### src/rtl/bfly_pkg.sv
// Shared constants, types and helpers for the radix-2 butterfly datapath.
package bfly_pkg;

    // Default datapath configuration (DW=9, TW=9, OW=10)
    localparam int unsigned DW_DEF = 9;
    localparam int unsigned TW_DEF = 9;
    localparam int unsigned OW_DEF = DW_DEF + 1;

    // Twiddle fraction bits for a Q2.(TW-2) twiddle
    function automatic int unsigned tw_frac(input int unsigned tw);
        return tw - 2;
    endfunction

    // Half an LSB of the product after the twiddle fraction is dropped
    function automatic int unsigned rnd_const(input int unsigned tw);
        return 32'd1 << (tw - 3);
    endfunction

    localparam int unsigned TW_FRAC = tw_frac(TW_DEF);
    localparam int unsigned RND     = rnd_const(TW_DEF);

    // Complex re/im pair at the default output width
    typedef struct packed {
        logic signed [OW_DEF-1:0] re;
        logic signed [OW_DEF-1:0] im;
    } cplx_t;

    // Clamp a signed value into the signed range of 'width' bits
    function automatic logic signed [31:0] sat_narrow(input logic signed [31:0] value,
                                                      input int unsigned      width);
        logic signed [31:0] lim;
        lim = 32'sd1 <<< (width - 32'd1);
        if (value > lim - 32'sd1) begin
            return lim - 32'sd1;
        end else if (value < -lim) begin
            return -lim;
        end
        return value;
    endfunction

    // True when a signed value is representable in 'width' bits
    function automatic logic fits(input logic signed [31:0] value,
                                  input int unsigned      width);
        logic signed [31:0] lim;
        lim = 32'sd1 <<< (width - 32'd1);
        return (value >= -lim) && (value < lim);
    endfunction

endpackage

### src/rtl/bfly2_pipe_cmul.sv
// Pipelined complex multiply p = w*y (or conj(w)*y) with round-half-up, stages S1-S2.
module cmul_pipe
    import bfly_pkg::*;
#(
    parameter int unsigned DW = DW_DEF,
    parameter int unsigned TW = TW_DEF
) (
    input  logic          clk,
    input  logic          rst,
    input  logic          en,
    input  logic          in_valid,
    input  logic [DW-1:0] yr,
    input  logic [DW-1:0] yi,
    input  logic [TW-1:0] wr,
    input  logic [TW-1:0] wi,
    input  logic          inv,
    output logic          p_valid,
    output logic [DW+2:0] pr,
    output logic [DW+2:0] pi
);

    localparam int unsigned PRW  = DW + TW + 1;
    localparam int unsigned PW   = DW + 3;
    localparam int unsigned FRAC = tw_frac(TW);
    localparam logic [TW-1:0] W_MIN = {1'b1, {(TW-1){1'b0}}};
    localparam logic [TW-1:0] W_MAX = {1'b0, {(TW-1){1'b1}}};
    localparam logic signed [PRW-1:0] RND_E = PRW'(rnd_const(TW));

    logic          v1_q, v1_d;
    logic [DW-1:0] yr1_q, yr1_d, yi1_q, yi1_d;
    logic [TW-1:0] wr1_q, wr1_d, wi1_q, wi1_d;
    logic          v2_q, v2_d;
    logic [PW-1:0] pr_q, pr_d, pi_q, pi_d;

    logic [TW-1:0]          wi_eff;
    logic signed [PRW-1:0]  wr_e, wi_e, yr_e, yi_e, acc_r, acc_i;

    // S1 capture with conjugate select, S2 full-width multiply and rounding
    always_comb begin
        v1_d  = v1_q;
        yr1_d = yr1_q;
        yi1_d = yi1_q;
        wr1_d = wr1_q;
        wi1_d = wi1_q;
        v2_d  = v2_q;
        pr_d  = pr_q;
        pi_d  = pi_q;

        // Negating the most negative twiddle saturates instead of wrapping
        if (inv) begin
            wi_eff = (wi == W_MIN) ? W_MAX : TW'(-wi);
        end else begin
            wi_eff = wi;
        end

        wr_e  = PRW'($signed(wr1_q));
        wi_e  = PRW'($signed(wi1_q));
        yr_e  = PRW'($signed(yr1_q));
        yi_e  = PRW'($signed(yi1_q));
        acc_r = wr_e * yr_e - wi_e * yi_e + RND_E;
        acc_i = wr_e * yi_e + wi_e * yr_e + RND_E;

        if (en) begin
            v1_d  = in_valid;
            yr1_d = yr;
            yi1_d = yi;
            wr1_d = wr;
            wi1_d = wi_eff;
            v2_d  = v1_q;
            pr_d  = PW'(acc_r >>> FRAC);
            pi_d  = PW'(acc_i >>> FRAC);
        end
    end

    // Stage registers; reset drops every in-flight beat
    always_ff @(posedge clk) begin
        if (rst) begin
            v1_q  <= 1'b0;
            yr1_q <= '0;
            yi1_q <= '0;
            wr1_q <= '0;
            wi1_q <= '0;
            v2_q  <= 1'b0;
            pr_q  <= '0;
            pi_q  <= '0;
        end else begin
            v1_q  <= v1_d;
            yr1_q <= yr1_d;
            yi1_q <= yi1_d;
            wr1_q <= wr1_d;
            wi1_q <= wi1_d;
            v2_q  <= v2_d;
            pr_q  <= pr_d;
            pi_q  <= pi_d;
        end
    end

    assign p_valid = v2_q;
    assign pr      = pr_q;
    assign pi      = pi_q;

endmodule

### src/rtl/bfly2_pipe.sv
// Three-stage radix-2 butterfly: o0 = x + w*y, o1 = x - w*y, with valid/ready and global stall.
// Build option BFLY2_PIPE_SAT_EN: clamp out-of-range results instead of wrapping.
module bfly2_pipe
    import bfly_pkg::*;
#(
    parameter int unsigned DW = DW_DEF,
    parameter int unsigned TW = TW_DEF,
    parameter int unsigned OW = DW + 1
) (
    input  logic          clk,
    input  logic          rst,
    input  logic          in_valid,
    output logic          in_ready,
    input  logic [DW-1:0] xr,
    input  logic [DW-1:0] xi,
    input  logic [DW-1:0] yr,
    input  logic [DW-1:0] yi,
    input  logic [TW-1:0] wr,
    input  logic [TW-1:0] wi,
    input  logic          inv,
    input  logic          scale,
    output logic          out_valid,
    input  logic          out_ready,
    output logic [OW-1:0] o0r,
    output logic [OW-1:0] o0i,
    output logic [OW-1:0] o1r,
    output logic [OW-1:0] o1i,
    output logic          ovf,
    input  logic          ovf_clr
);

    localparam int unsigned SW = DW + 3;

    logic          en_c;
    logic          p_valid;
    logic [SW-1:0] p_r, p_i;

    logic [DW-1:0] x1r_q, x1r_d, x1i_q, x1i_d, x2r_q, x2r_d, x2i_q, x2i_d;
    logic          sc1_q, sc1_d, sc2_q, sc2_d;
    logic          out_valid_q, out_valid_d;
    logic [OW-1:0] o0r_q, o0r_d, o0i_q, o0i_d, o1r_q, o1r_d, o1i_q, o1i_d;
    logic          ovf_q, ovf_d;

    logic signed [SW-1:0] xe_r, xe_i, pe_r, pe_i;
    logic signed [SW-1:0] s0r, s0i, s1r, s1i;
    logic                 ovf_set;

    // Optional rounded halving: (v + 1) >>> 1
    function automatic logic signed [SW-1:0] post_scale(input logic signed [SW-1:0] v,
                                                       input logic                 s);
        return s ? ((v + SW'(1)) >>> 1) : v;
    endfunction

    // Narrow to the output width, clamping or wrapping by build option
    function automatic logic [OW-1:0] narrow(input logic signed [SW-1:0] v);
`ifdef BFLY2_PIPE_SAT_EN
        return OW'(sat_narrow(32'(v), OW));
`else
        return OW'(v);
`endif
    endfunction

    // All stages advance together whenever the output register can move
    assign en_c     = ~out_valid_q | out_ready;
    assign in_ready = en_c;

    cmul_pipe #(
        .DW (DW),
        .TW (TW)
    ) u_cmul (
        .clk      (clk),
        .rst      (rst),
        .en       (en_c),
        .in_valid (in_valid),
        .yr       (yr),
        .yi       (yi),
        .wr       (wr),
        .wi       (wi),
        .inv      (inv),
        .p_valid  (p_valid),
        .pr       (p_r),
        .pi       (p_i)
    );

    // x/scale delay line alongside the multiplier, S3 add/sub, scale, narrow and overflow
    always_comb begin
        x1r_d       = x1r_q;
        x1i_d       = x1i_q;
        x2r_d       = x2r_q;
        x2i_d       = x2i_q;
        sc1_d       = sc1_q;
        sc2_d       = sc2_q;
        out_valid_d = out_valid_q;
        o0r_d       = o0r_q;
        o0i_d       = o0i_q;
        o1r_d       = o1r_q;
        o1i_d       = o1i_q;
        ovf_d       = ovf_q;

        xe_r = SW'($signed(x2r_q));
        xe_i = SW'($signed(x2i_q));
        pe_r = $signed(p_r);
        pe_i = $signed(p_i);
        s0r  = post_scale(xe_r + pe_r, sc2_q);
        s0i  = post_scale(xe_i + pe_i, sc2_q);
        s1r  = post_scale(xe_r - pe_r, sc2_q);
        s1i  = post_scale(xe_i - pe_i, sc2_q);

        ovf_set = en_c & p_valid &
                  (~fits(32'(s0r), OW) | ~fits(32'(s0i), OW) |
                   ~fits(32'(s1r), OW) | ~fits(32'(s1i), OW));

        if (en_c) begin
            x1r_d       = xr;
            x1i_d       = xi;
            sc1_d       = scale;
            x2r_d       = x1r_q;
            x2i_d       = x1i_q;
            sc2_d       = sc1_q;
            out_valid_d = p_valid;
            o0r_d       = narrow(s0r);
            o0i_d       = narrow(s0i);
            o1r_d       = narrow(s1r);
            o1i_d       = narrow(s1i);
        end

        // A new overflow beats a same-cycle clear
        if (ovf_set) begin
            ovf_d = 1'b1;
        end else if (ovf_clr) begin
            ovf_d = 1'b0;
        end
    end

    // Pipeline and output registers
    always_ff @(posedge clk) begin
        if (rst) begin
            x1r_q       <= '0;
            x1i_q       <= '0;
            x2r_q       <= '0;
            x2i_q       <= '0;
            sc1_q       <= 1'b0;
            sc2_q       <= 1'b0;
            out_valid_q <= 1'b0;
            o0r_q       <= '0;
            o0i_q       <= '0;
            o1r_q       <= '0;
            o1i_q       <= '0;
            ovf_q       <= 1'b0;
        end else begin
            x1r_q       <= x1r_d;
            x1i_q       <= x1i_d;
            x2r_q       <= x2r_d;
            x2i_q       <= x2i_d;
            sc1_q       <= sc1_d;
            sc2_q       <= sc2_d;
            out_valid_q <= out_valid_d;
            o0r_q       <= o0r_d;
            o0i_q       <= o0i_d;
            o1r_q       <= o1r_d;
            o1i_q       <= o1i_d;
            ovf_q       <= ovf_d;
        end
    end

    assign out_valid = out_valid_q;
    assign o0r       = o0r_q;
    assign o0i       = o0i_q;
    assign o1r       = o1r_q;
    assign o1i       = o1i_q;
    assign ovf       = ovf_q;

endmodule

### config.mk
export PLATFORM = sky130hd
export DESIGN_NAME = bfly2_pipe
export DESIGN_NICKNAME = d
export VERILOG_FILES = /design/src/rtl/bfly_pkg.sv /design/src/rtl/bfly2_pipe_cmul.sv /design/src/rtl/bfly2_pipe.sv
export SDC_FILE = /design/constraint.sdc
export NUM_CORES = 1
export LEC_CHECK = 0
export CAP_MARGIN = 10
export CORE_ASPECT_RATIO = 0.9
export CORE_MARGIN = 4
export CORE_UTILIZATION = 35
export DETAILED_ROUTE_END_ITERATION = 12
export SLEW_MARGIN = 20
export SYNTH_ARGS = -nofsm -noshare
export SYNTH_HDL_FRONTEND = slang
export SYNTH_SLANG_ARGS = --single-unit
### constraint.sdc
create_clock -name clk -period 6.8 [get_ports clk]
set_clock_uncertainty 0.2 [all_clocks]
set_input_delay 0.68 -clock clk [delete_from_list [all_inputs] [get_ports clk]]
set_output_delay 0.68 -clock clk [all_outputs]
set_load 0.01 [all_outputs]
==> metrics.cfg <==
[sta]
setup_viol=0
setup_ws_ns=0.131
slew-limit-headroom_pct=19.1
hold_viol=0
tightest_slew_ns=1.18
drv_slew=0
fin_crit_sh_pct=98.1
rsz0062_at_grt=yes
fmax_mhz=150
fin_crit_ns=6.67

[yosys]
syn_nets=3338
synth_area_leader_cell=fa_1
yosys_warnings=0
ys_ff_latch=142
synth-xor-area-share_pct=4.99
muxShareOfSynthArea_pct=0.597
synthSimpleGateAreaFrac_pct=19.1
netlist_instances=2726
synth_area_per_cell_sq_um=8.22
ys_types=87
synth_top_family_by_area=adder cells
synth_top_area_share_pct=25.4
synth_compound_area_share_pct=13.0
synthTopCellsByCount=inv_1, nand2_1, fa_1
synth_edf_count=0
synth_area_sq_mm=0.0224
synth_most_common_cell=inv_1
synth-seq-area-share_pct=12.7
synthAdderAreaFrac_pct=40.3
synth_ff_type=dfxtp_1
yosys-top-cells-area=fa_1, ha_1, dfxtp_1
async_flop_share_pct=0

[cells_and_area]
ff_latch_area_sq_mm=0.00291
multi_input_area_sq_mm=0.0180
final_cells=3777
synthToLayoutAreaGrowth_pct=20.1
drive_above_1_share_pct=14.1
finish.net_count=3531
diodes=0
fill_cells=6274

[placed_design]
portBuffers=103
dp_hpwl_microns=48400
pre_cts_slack_ns=-0.377
dp_cells=3715
gp_congestion=0.846

[worst_setup_path]
arrival_ns=6.83
slowest_stage=fa_1
r2r_slack_ns=0.13
critPathMaxFanout=7
cp-start-kind=flip-flop
worstPathRequired_ns=6.96
path_class=reg -> reg
max_stage_delay_ns=0.56
rr_worst_depth=31
reg2reg_from=u_cmul.yr1_q[0]
rr_endpoint=u_cmul.pr[11]
endpoint_kind=flip-flop

[drt]
dr.pass1.iters=5
antenna_left=0
viasPerCell=4.94
drt-wirelength-per-cell_microns=15.9
drc=0
routed_wirelength_microns=60200
drt-initial-drc-count=1190
via_count=18600

[clocking]
cts_tree=built
clk_latency_ns=0.46
cts_htree_levels=4
cts_buffer_depth=2
numClockSinks=142
numCtsBuffers=17
clkTransAtPathRegs_ns=0.07
cts_root_buf=clkbuf_16

[floorplanning]
dieArea_sq_mm=0.0681
coreArea_sq_mm=0.0630
num_rows=87
die_h_microns=248
dieWidth_microns=275
start_util_pct=35.6
io_pins=104

[grt]
antenna_found_initial=1
gr-total-overflow=0
grt_max_degree=86
grt_pass1_wl_microns=96900
gr-usage-all-layers_pct=17.6
grt_pass1_vias=18000

[run_status]
status=finished clean

[hold_path]
whs_path_depth=2
hold_path_class=reg -> reg
hold_end=x1i_q[2]
hold_start=x1i_q[2]

[run]
drv_cap=0

[pwr]
ir_drop_mv=0.225
p_leak_nw=13.0
power_density_mw_per_mm2=295

## through the flow
| step | hold slack (ns) | TNS [ns] | instance area [sq um] | total power [mW] | util (%) |
|---|---|---|---|---|---|
| after floorplan | 0.232 | -0.00180 | 22400 | 4.82 | - |
| after global placement | 0.242 | -0.779 | 25400 | 6.48 | 40.3 |
| after detailed placement | 0.245 | -1.72 | 25400 | 6.50 | 40.3 |
| after CTS | 0.253 | 0 | 26000 | 7.51 | 41.3 |
| after global routing | 0.270 | -0.261 | 26900 | 8.71 | 42.7 |
| final | 0.252 | 0 | 26900 | 7.95 | 42.7 |
## worst max-delay path: cells and delay by family (launching register included)
family                   cells  cell delay, ns
adder cells (fa/ha/maj)      9            3.10
AO/OA/AOI/OAI               10            1.67
AND/OR/NAND/NOR              5            0.62
buffers and inverters        6            0.47
flip-flops                   1            0.38
XOR/XNOR                     1            0.12
## worst max path at each step
stage,to,startpoint,depth (start not counted)
after floorplan,u_cmul.pr[11],u_cmul.yr1_q[2],29
after CTS,u_cmul.pr[11],u_cmul.yr1_q[2],30
after global placement,u_cmul.pr[11],u_cmul.yi1_q[0],28
final,u_cmul.pr[11],u_cmul.yr1_q[0],31
after global routing,u_cmul.pr[11],u_cmul.yr1_q[0],31
after detailed placement,u_cmul.pr[11],u_cmul.wr1_q[3],30
## registers in the layout (all words and copies together) (netlist names), 10 cells and up
register   count
o1i           10
o0r           10
o0i           10
u_cmul.pi     12
u_cmul.pr     12
o1r           10
## power by group
| group | total, mW | internal (mW) | switching (mW) | leakage, nW |
|---|---|---|---|---|
| Sequential | 1.17 | 1.02 | 0.149 | 1.19 |
| Combinational | 5.84 | 2.79 | 3.05 | 11.5 |
| Clock | 0.938 | 0.489 | 0.450 | 0.267 |
## placed cells by master (no fill, tap or decap), types with 17 or more instances in the layout
cell type	synthesis	final
ha_1	267	247
inv_1	412	402
nand3_1	31	29
a211oi_1	41	41
clkdlybuf4s50_1	0	102
or3_1	22	22
buf_4	1	188
nor2_1	157	153
and2_1	126	126
clkbuf_16	0	18
nand2b_1	26	23
fa_1	284	276
nor3_1	50	49
dfxtp_1	142	114
xor2_1	36	36
nand2_1	398	392
a21oi_1	157	145
nor2b_1	23	19
o21ai_0	78	51
xnor2_1	88	85
ha_4	0	17
## final cells by class
class	instances	area share, %
inverters	413	5.78
clock inverters	14	0.470
clock buffers	18	1.63
flip-flops and latches	142	10.8
repair buffers	314	10.4
multi-input cells	2031	67.0
well taps	845	3.93
## logic make-up after synthesis
logic type                 count (synthesis)
AOI/OAI and AO/OA                        437
xor gates and xnor gates                 126
adders and majority gates                551
buffers and inverters                    553
DFF                                      142
muxes                                     13
and+or+nand+nor                          904
## routing by layer
layer	GRT usage [%]	part of all wire [%]	vias up
met5	0	0	-
met1	26.1	50	9042
met3	2.22	4.0	37
met2	27.9	45	346
li1	-	-	9215
met4	2.80	1.3	0
## what timing repair did
action,4_1_cts,5_1_grt
gates resized for setup,39,179
hold buffers,0,0
setup endpoints to repair,8,10
gates cloned,0,1
setup buffers,1,28
pin swaps,3,90
No activity file was read; power rests on OpenSTA's default activity.
